$ cat config.mk
export PLATFORM = sky130hd
export DESIGN_NAME = mem_port_arbiter_flat
export DESIGN_NICKNAME = d
export VERILOG_FILES = /design/src/rtl/mem_port_arbiter_if.sv /design/src/rtl/mem_port_arbiter.sv /design/src/flat_wrapper.sv
export SDC_FILE = /design/constraint.sdc
export NUM_CORES = 1
export LEC_CHECK = 0
export ABC_AREA = 1
export CORE_MARGIN = 5
export CORE_UTILIZATION = 40
export CTS_BUF_LIST = sky130_fd_sc_hd__clkbuf_16
export CTS_CLUSTER_DIAMETER = 150
export CTS_CLUSTER_SIZE = 40
export DETAILED_ROUTE_END_ITERATION = 10
export PLACE_DENSITY_LB_ADDON = 0.1
export SYNTH_ARGS = -nofsm -noshare
export SYNTH_HDL_FRONTEND = slang
export SYNTH_SLANG_ARGS = --single-unit
export TNS_END_PERCENT = 50
$ cat constraint.sdc
create_clock -name clk -period 4.9 [get_ports clk]
set_input_delay 0.735 -clock clk [delete_from_list [all_inputs] [get_ports clk]]
set_output_delay 0.735 -clock clk [all_outputs]
set_load 0.02 [all_outputs]
$ cat src/rtl/mem_port_arbiter_if.sv
// Requester and memory-macro signals of the unified-memory port arbiter.
// master = arbiter side, slave = pipeline/memory environment side.
interface mem_port_arbiter_if #(
  parameter int ADDR_W = 32,
  parameter int DATA_W = 32
);
  logic              if_req;
  logic [ADDR_W-1:0] if_addr;
  logic              if_cancel;
  logic [DATA_W-1:0] if_rdata;
  logic              if_valid;

  logic              mem_req;
  logic              mem_we;
  logic [ADDR_W-1:0] mem_addr;
  logic [DATA_W-1:0] mem_wdata;
  logic [DATA_W-1:0] mem_rdata;
  logic              mem_done;

  logic              stall_if;
  logic              stall_mem;

  logic              m_en;
  logic              m_we;
  logic [ADDR_W-1:0] m_addr;
  logic [DATA_W-1:0] m_wdata;
  logic [DATA_W-1:0] m_rdata;

  modport master (
    input  if_req, if_addr, if_cancel,
    input  mem_req, mem_we, mem_addr, mem_wdata,
    input  m_rdata,
    output if_rdata, if_valid, mem_rdata, mem_done,
    output stall_if, stall_mem,
    output m_en, m_we, m_addr, m_wdata
  );

  modport slave (
    output if_req, if_addr, if_cancel,
    output mem_req, mem_we, mem_addr, mem_wdata,
    output m_rdata,
    input  if_rdata, if_valid, mem_rdata, mem_done,
    input  stall_if, stall_mem,
    input  m_en, m_we, m_addr, m_wdata
  );
endinterface

$ cat src/rtl/mem_port_arbiter.sv
// Shares one fixed-latency memory between IF and MEM (MEM wins); pulse 2+MEM_LAT cycles after grant.
// Requesters hold req and are stalled until their valid/done pulse; no queueing beyond the held req.
module mem_port_arbiter #(
  parameter int ADDR_W  = 32,
  parameter int DATA_W  = 32,
  parameter int MEM_LAT = 2
) (
  input  logic               clk,
  input  logic               reset,
  mem_port_arbiter_if.master bus
);

  localparam logic [1:0] S_IDLE  = 2'd0;
  localparam logic [1:0] S_ISSUE = 2'd1;
  localparam logic [1:0] S_WAIT  = 2'd2;
  localparam logic [1:0] S_DONE  = 2'd3;

  localparam logic OWN_IF  = 1'b0;
  localparam logic OWN_MEM = 1'b1;

  localparam int CNT_W = 4;

  logic [1:0]        state_q,     state_d;
  logic              owner_q,     owner_d;
  logic              drop_q,      drop_d;
  logic [CNT_W-1:0]  cnt_q,       cnt_d;
  logic              acc_we_q,    acc_we_d;
  logic              m_en_q,      m_en_d;
  logic              m_we_q,      m_we_d;
  logic [ADDR_W-1:0] m_addr_q,    m_addr_d;
  logic [DATA_W-1:0] m_wdata_q,   m_wdata_d;
  logic [DATA_W-1:0] if_rdata_q,  if_rdata_d;
  logic [DATA_W-1:0] mem_rdata_q, mem_rdata_d;
  logic              if_valid_q,  if_valid_d;
  logic              mem_done_q,  mem_done_d;

  logic cancel_hit;
  logic last_wait;

  // A cancel in the final WAIT cycle must still suppress that cycle's capture.
  assign cancel_hit = bus.if_cancel & (owner_q == OWN_IF);
  assign last_wait  = (cnt_q == CNT_W'(1));

  always_comb begin
    state_d     = state_q;
    owner_d     = owner_q;
    drop_d      = drop_q;
    cnt_d       = cnt_q;
    acc_we_d    = acc_we_q;
    m_en_d      = 1'b0;
    m_we_d      = 1'b0;
    m_addr_d    = m_addr_q;
    m_wdata_d   = m_wdata_q;
    if_rdata_d  = if_rdata_q;
    mem_rdata_d = mem_rdata_q;
    if_valid_d  = 1'b0;
    mem_done_d  = 1'b0;

    case (state_q)
      S_IDLE: begin
        drop_d = 1'b0;
        if (bus.mem_req) begin
          owner_d   = OWN_MEM;
          acc_we_d  = bus.mem_we;
          m_en_d    = 1'b1;
          m_we_d    = bus.mem_we;
          m_addr_d  = bus.mem_addr;
          m_wdata_d = bus.mem_wdata;
          state_d   = S_ISSUE;
        end else if (bus.if_req) begin
          owner_d  = OWN_IF;
          acc_we_d = 1'b0;
          m_en_d   = 1'b1;
          m_addr_d = bus.if_addr;
          state_d  = S_ISSUE;
        end
      end

      S_ISSUE: begin
        cnt_d   = CNT_W'(MEM_LAT);
        state_d = S_WAIT;
        if (cancel_hit) begin
          drop_d = 1'b1;
        end
      end

      S_WAIT: begin
        cnt_d = cnt_q - CNT_W'(1);
        if (cancel_hit) begin
          drop_d = 1'b1;
        end
        if (last_wait) begin
          if ((owner_q == OWN_IF) && (drop_q || cancel_hit)) begin
            drop_d  = 1'b0;
            state_d = S_IDLE;
          end else begin
            state_d = S_DONE;
            if (owner_q == OWN_IF) begin
              if_rdata_d = bus.m_rdata;
              if_valid_d = 1'b1;
            end else begin
              if (!acc_we_q) begin
                mem_rdata_d = bus.m_rdata;
              end
              mem_done_d = 1'b1;
            end
          end
        end
      end

      S_DONE: begin
        drop_d  = 1'b0;
        state_d = S_IDLE;
      end

      default: begin
        state_d = S_IDLE;
      end
    endcase
  end

  always_ff @(posedge clk or posedge reset) begin
    if (reset) begin
      state_q     <= S_IDLE;
      owner_q     <= OWN_IF;
      drop_q      <= 1'b0;
      cnt_q       <= '0;
      acc_we_q    <= 1'b0;
      m_en_q      <= 1'b0;
      m_we_q      <= 1'b0;
      m_addr_q    <= '0;
      m_wdata_q   <= '0;
      if_rdata_q  <= '0;
      mem_rdata_q <= '0;
      if_valid_q  <= 1'b0;
      mem_done_q  <= 1'b0;
    end else begin
      state_q     <= state_d;
      owner_q     <= owner_d;
      drop_q      <= drop_d;
      cnt_q       <= cnt_d;
      acc_we_q    <= acc_we_d;
      m_en_q      <= m_en_d;
      m_we_q      <= m_we_d;
      m_addr_q    <= m_addr_d;
      m_wdata_q   <= m_wdata_d;
      if_rdata_q  <= if_rdata_d;
      mem_rdata_q <= mem_rdata_d;
      if_valid_q  <= if_valid_d;
      mem_done_q  <= mem_done_d;
    end
  end

  assign bus.m_en      = m_en_q;
  assign bus.m_we      = m_we_q;
  assign bus.m_addr    = m_addr_q;
  assign bus.m_wdata   = m_wdata_q;
  assign bus.if_rdata  = if_rdata_q;
  assign bus.if_valid  = if_valid_q;
  assign bus.mem_rdata = mem_rdata_q;
  assign bus.mem_done  = mem_done_q;
  assign bus.stall_if  = bus.if_req & ~if_valid_q;
  assign bus.stall_mem = bus.mem_req & ~mem_done_q;

endmodule

$ cat src/flat_wrapper.sv
// flat-port wrapper written by rule: the top's interface ports become plain ports
module mem_port_arbiter_flat 
#(
  parameter int ADDR_W  = 32,
  parameter int DATA_W  = 32,
  parameter int MEM_LAT = 2
)
  (clk, reset, bus_if_req, bus_if_addr, bus_if_cancel, bus_mem_req, bus_mem_we, bus_mem_addr, bus_mem_wdata, bus_m_rdata, bus_if_rdata, bus_if_valid, bus_mem_rdata, bus_mem_done, bus_stall_if, bus_stall_mem, bus_m_en, bus_m_we, bus_m_addr, bus_m_wdata);
  mem_port_arbiter_if #(.ADDR_W(ADDR_W), .DATA_W(DATA_W)) bus_i ();
  input  logic clk;
  input  logic reset;
  input wire logic [$bits(bus_i.if_req)-1:0] bus_if_req;
  input wire logic [$bits(bus_i.if_addr)-1:0] bus_if_addr;
  input wire logic [$bits(bus_i.if_cancel)-1:0] bus_if_cancel;
  input wire logic [$bits(bus_i.mem_req)-1:0] bus_mem_req;
  input wire logic [$bits(bus_i.mem_we)-1:0] bus_mem_we;
  input wire logic [$bits(bus_i.mem_addr)-1:0] bus_mem_addr;
  input wire logic [$bits(bus_i.mem_wdata)-1:0] bus_mem_wdata;
  input wire logic [$bits(bus_i.m_rdata)-1:0] bus_m_rdata;
  output wire logic [$bits(bus_i.if_rdata)-1:0] bus_if_rdata;
  output wire logic [$bits(bus_i.if_valid)-1:0] bus_if_valid;
  output wire logic [$bits(bus_i.mem_rdata)-1:0] bus_mem_rdata;
  output wire logic [$bits(bus_i.mem_done)-1:0] bus_mem_done;
  output wire logic [$bits(bus_i.stall_if)-1:0] bus_stall_if;
  output wire logic [$bits(bus_i.stall_mem)-1:0] bus_stall_mem;
  output wire logic [$bits(bus_i.m_en)-1:0] bus_m_en;
  output wire logic [$bits(bus_i.m_we)-1:0] bus_m_we;
  output wire logic [$bits(bus_i.m_addr)-1:0] bus_m_addr;
  output wire logic [$bits(bus_i.m_wdata)-1:0] bus_m_wdata;
  assign bus_i.if_req = bus_if_req;
  assign bus_i.if_addr = bus_if_addr;
  assign bus_i.if_cancel = bus_if_cancel;
  assign bus_i.mem_req = bus_mem_req;
  assign bus_i.mem_we = bus_mem_we;
  assign bus_i.mem_addr = bus_mem_addr;
  assign bus_i.mem_wdata = bus_mem_wdata;
  assign bus_i.m_rdata = bus_m_rdata;
  assign bus_if_rdata = bus_i.if_rdata;
  assign bus_if_valid = bus_i.if_valid;
  assign bus_mem_rdata = bus_i.mem_rdata;
  assign bus_mem_done = bus_i.mem_done;
  assign bus_stall_if = bus_i.stall_if;
  assign bus_stall_mem = bus_i.stall_mem;
  assign bus_m_en = bus_i.m_en;
  assign bus_m_we = bus_i.m_we;
  assign bus_m_addr = bus_i.m_addr;
  assign bus_m_wdata = bus_i.m_wdata;
  mem_port_arbiter #(.ADDR_W(ADDR_W), .DATA_W(DATA_W), .MEM_LAT(MEM_LAT)) u_core (.clk(clk), .reset(reset), .bus(bus_i));
endmodule
**After elaboration in Yosys (flattened, before gate mapping)**

Index checks and enable logic that the tools add are counted.

- Word-level logic and storage cells: 67
- Output and inout bits: 134
- Register bits after elaboration: 141

- Equality and inequality tests: 6
- $add $sub $neg: 1
- Reductions and logical operators: 11
- Multiplexer cells: 28
- Bitwise operators: 8

Operator list:

| kind | number |
|---|---|
| $mux W32 | 2 |
| $mux W1 | 19 |
| $mux W2 | 4 |
| $pmux W2 S4 | 1 |
| $pmux W4 S2 | 1 |
| $reduce_and A2 Y1 | 3 |
| $not A1 Y1 | 5 |
| $reduce_and A5 Y1 | 1 |
| $eq A2 B2 Y1 const B | 2 |
| $eq A4 B1 Y1 const B | 1 |
| $reduce_and A4 Y1 | 1 |
| $reduce_bool A2 Y1 | 2 |
| $sub A4 B1 Y4 const B | 1 |
| $and A1 B1 Y1 | 3 |
| $ne A3 B3 Y1 const B | 1 |
| $pmux W1 S3 | 1 |
| $eq A2 B1 Y1 const B | 1 |
| $logic_not A2 Y1 | 1 |
| $ne A2 B1 Y1 const B | 1 |
| $reduce_or A2 Y1 | 1 |
| $logic_and A1 B1 Y1 | 1 |
| $logic_or A1 B1 Y1 | 1 |

**Depth between registers and ports, before layout**

- Word-level depth: 7
- Gate-level depth with buffers: 9

**Worst setup path before layout**

Ideal clock, no wire load.

- Path kind: input -> output
- Start point: input port bus_mem_req
- End point: output port bus_stall_mem
- Required time: 4.165 ns
- Path slack: 2.797 ns
- Cell stages on the path: 4
- Arrival: 1.368 ns
- Path through: buf_4 inv_4 buf_2 nor2_1

- Word-level cells in the longest chain between the ends: 1

Ends and longest elaborated chain:

| element | line | text |
|---|---|---|
| start, declared | flat_wrapper.sv:15 | `input wire logic [$bits(bus_i.mem_req)-1:0] bus_mem_req;` |
| $and A1 B1 Y1 | mem_port_arbiter.sv:163 | `assign bus.stall_mem = bus.mem_req & ~mem_done_q;` |
| end, declared | flat_wrapper.sv:25 | `output wire logic [$bits(bus_i.stall_mem)-1:0] bus_stall_mem;` |

No other way between the ends.

**Worst setup path in the final report**

Same ends and word-level chain as after synthesis.

==> impl_results.md <==
* Total number of vias at 5116
* Die area at roughly 17000 sq um
* Synth top area cells: dfrtp_1 (60%), nand2_1 (15%), mux2_2 (6.1%)
* Root buf cell: clkbuf_16
* Crit path setup slack, layout at 1.56 ns
* Dpl cells at 1018
* Worst path required time at about 4.2 ns
* Crit path DAT at between 2 and 3 ns
* Port Buffers at ~270
* Max_cap viols at 0
* Finished Layout Cells at 1051
* Startpoint types: primary input
* Clk slew on worst S/H paths at 0.06 ns
* Cell row count at 44
* Net Switching at roughly 1900 uW
* Final Cycle Share at 0.681
* CTS tree: yes
* CTS max path bufs at 2
* DR WL/cell at approximately 17 um
* DP HPWL at 12900 um
* Clock skew at just under 0.008 ns
* Post-synth EDFFs at 0
* First-pass GRT wire length at roughly 29000 um
* TNS Setup at 0 ns
* Register share of total power at 0.351
* Min-Delay Path Class: register to register
* Comb pwr share at 0.442
* Worst Setup Path Type: primary input to output port
* Total iterations of the first detailed-routing run at 5
* Avg Inst Size Synth at between 9 and 10 sq um
* Internal power at 3350 uW
* Largest fanout on the critical path at 35
* Clock sink total at ~140
* Yosys reg bits at around 140
* Vias/cell at slightly below 5
* Die Wd at 131 um
* Synthesized cell area at roughly 5900 sq um
* Routed met2 length at 8740 um
* Hold Vio Cnt, Final at 0
* Max VDD drop at ~290 uV
* Worst-Margin Slew at roughly 1.1 ns
* Final setup fails at 0
* Netlist cell types at 25
* Count leader, synth: nand2_1
* Worst skew pair latency at slightly above 0.4 ns
* Routed Antenna Nets at 0
* Register area share after synthesis at 0.598
* Area Overhead vs Synth at 54.3%
* Fin area at ~9100 sq um
* 1st-iter DRT viols at 378
* Antenna violations before repair at 1
* Top FF cell, synth: dfrtp_1
* IO Pins at about 270
* Post-DP Area at 8610 sq um
* Met3 Wirelength at around 1600 um
* Crit. End Element: output port
* Fill cell count at approximately 1200
* Fmax at between 200 and 300 MHz
* DRC errors left at 0
* Largest net degree at the start of global routing at about 120
* Synth top area share at 0.598
* Total GRT Usage at 0.207
* Pre-CTS setup slack at 1.51 ns
* Layout cells sized above 1 at 0.0808
* Area of the multi-input gates at roughly 2100 sq um
* Crit path time final at roughly 3.3 ns
* GR Overflow Total at 0
* Wl on met1 at around 7500 um
* Post-CTS setup buffer count at 0
* Die H at 131 um
* CTS Hold Buffers Added at 0
* Unrepaired setup endpoints after global routing: false
* Final Max Tran Viols at 0
* Top cells by count, synth: nand2_1 (237), dfrtp_1 (141), nand3_1 (67), mux2_2 (32), o21a_1 (32)
* Yosys warns at 0
* Syn Inst Count at between 500 and 600
* FF+latch area at 3530 sq um
* Switching fraction of total power at 0.358
* Starting Density at 0.407
* Power per Cell Area at 574 nW/um^2
* Routed WL at approximately 18000 um
* CTS Buf Count at 17
* NumNets Final at 992
* GPL Wtd Cong at between 0.8 and 0.9
* Status: finished, final reports clean
* Post-CTS sizing at 0
* Post-synth net total at between 700 and 800
* Uppermost layer routed: met4
* Synth area leader: dfrtp_1
* Power share of the clock group at 0.206
* Total power at approximately 5200 uW
* H-tree Lvls at 4
* Slew Limit Headroom at 0.273
* Leak Pwr at between 0.004 and 0.005 uW
* Vias in the first global route at between 5000 and 6000
* CORE AREA at 14500 sq um
* Async SR Flop Fraction at 1.00
[metrics by stage]
step	hold slack, ns	utilization
floorplan	0.496	-
global placement	0.454	0.595
detailed placement	0.458	0.595
CTS	0.472	0.629
global route	0.487	0.629
finish	0.468	0.629
[cells by family (layout without fill, tap and decap cells)]
group | after synthesis | after routing | share of synthesized area
muxes | 32 | 32 | 0.0611
AOI/OAI and AO/OA | 47 | 47 | 0.0560
and+or+nand+nor | 321 | 321 | 0.224
buffers and inverters | 51 | 320 | 0.0501
adders and majority gates | 5 | 5 | 0.0106
other | 0 | 1 | 0
DFF | 141 | 141 | 0.598
[cell type report]
cell class / instances / area share
diodes: 1 / 0.000275
clock inverters: 15 / 0.00729
repair buffers: 271 / 0.297
flip-flops and latches: 141 / 0.388
well taps: 184 / 0.0253
multi-input cells: 405 / 0.228
clock buffers: 17 / 0.0467
inverters: 17 / 0.00784
[critical path, stage by stage]
cell and delay, ns:
clkdlybuf4s50_1 0.46, buf_4 0.35, inv_4 0.24, nor2_1 0.15, clkdlybuf4s50_1 0.61
[registers in the layout, summed over array words and instances (netlist names)]
name and count:
u_core.acc_we_q 1, u_core.bus.mem_done 1, u_core.owner_q 1, u_core.state_q 2, u_core.bus.m_we 1, u_core.bus.if_rdata 32, u_core.bus.m_en 1, u_core.bus.m_wdata 32
u_core.bus.if_valid 1, u_core.bus.m_addr 32, u_core.drop_q 1, u_core.bus.mem_rdata 32, u_core.cnt_q 4
[power groups by stage]
stage	Sequential [uW]	Clock, uW	Combinational [uW]
global placement	1820	0	2290
finish	1830	1080	2310
floorplan	2320	0	745
CTS	1830	1110	2340
global route	1880	1160	2460
detailed placement	1850	0	2330
[final timing paths]
check                                                to  depth (start not counted)                    from  slack [ns]
max in group asynchronous          u_core.bus.m_addr[6]                          3                   reset        2.96
worst max register to register  u_core.bus.if_rdata[16]                          7       u_core.state_q[0]        2.25
worst max-delay path                      bus_stall_mem                          5             bus_mem_req        1.56
min in group asynchronous        u_core.bus.m_wdata[26]                          2                   reset        0.91
worst min-delay path             u_core.bus.if_rdata[7]                          2  u_core.bus.if_rdata[7]        0.47
worst min register to register   u_core.bus.if_rdata[7]                          2  u_core.bus.if_rdata[7]        0.47
[layer usage]
| layer | vias up | track usage |
|---|---|---|
| met5 | - | 0 |
| met4 | 0 | 0.0686 |
| met3 | 15 | 0.0780 |
| met2 | 239 | 0.332 |
| met1 | 2416 | 0.259 |
| li1 | 2446 | - |
[cell usage in the layout, fill, tap and decap left out]
| master | count |
|---|---|
| a21oi_4 | 1 |
| inv_1 | 17 |
| o21ai_1 | 1 |
| clkdlybuf4s50_1 | 267 |
| nor2_1 | 8 |
| nand3b_1 | 1 |
| a31oi_1 | 2 |
| mux2_2 | 32 |
| nand4_1 | 1 |
| o21a_1 | 32 |
| a21oi_1 | 5 |
| inv_6 | 1 |
| buf_4 | 4 |
| dfrtp_1 | 141 |
| o21ai_0 | 5 |
| nand2_2 | 4 |
| inv_2 | 1 |
| nand3_1 | 67 |
| nand2_1 | 237 |
| clkinv_2 | 5 |
| nor2_4 | 2 |
| inv_4 | 1 |
| diode_2 | 1 |
| ha_1 | 5 |
| nor2_2 | 1 |
| clkbuf_16 | 17 |
| clkinvlp_4 | 1 |
| clkinv_1 | 6 |
| o22ai_1 | 1 |
Power figures use the tool's default switching activity.
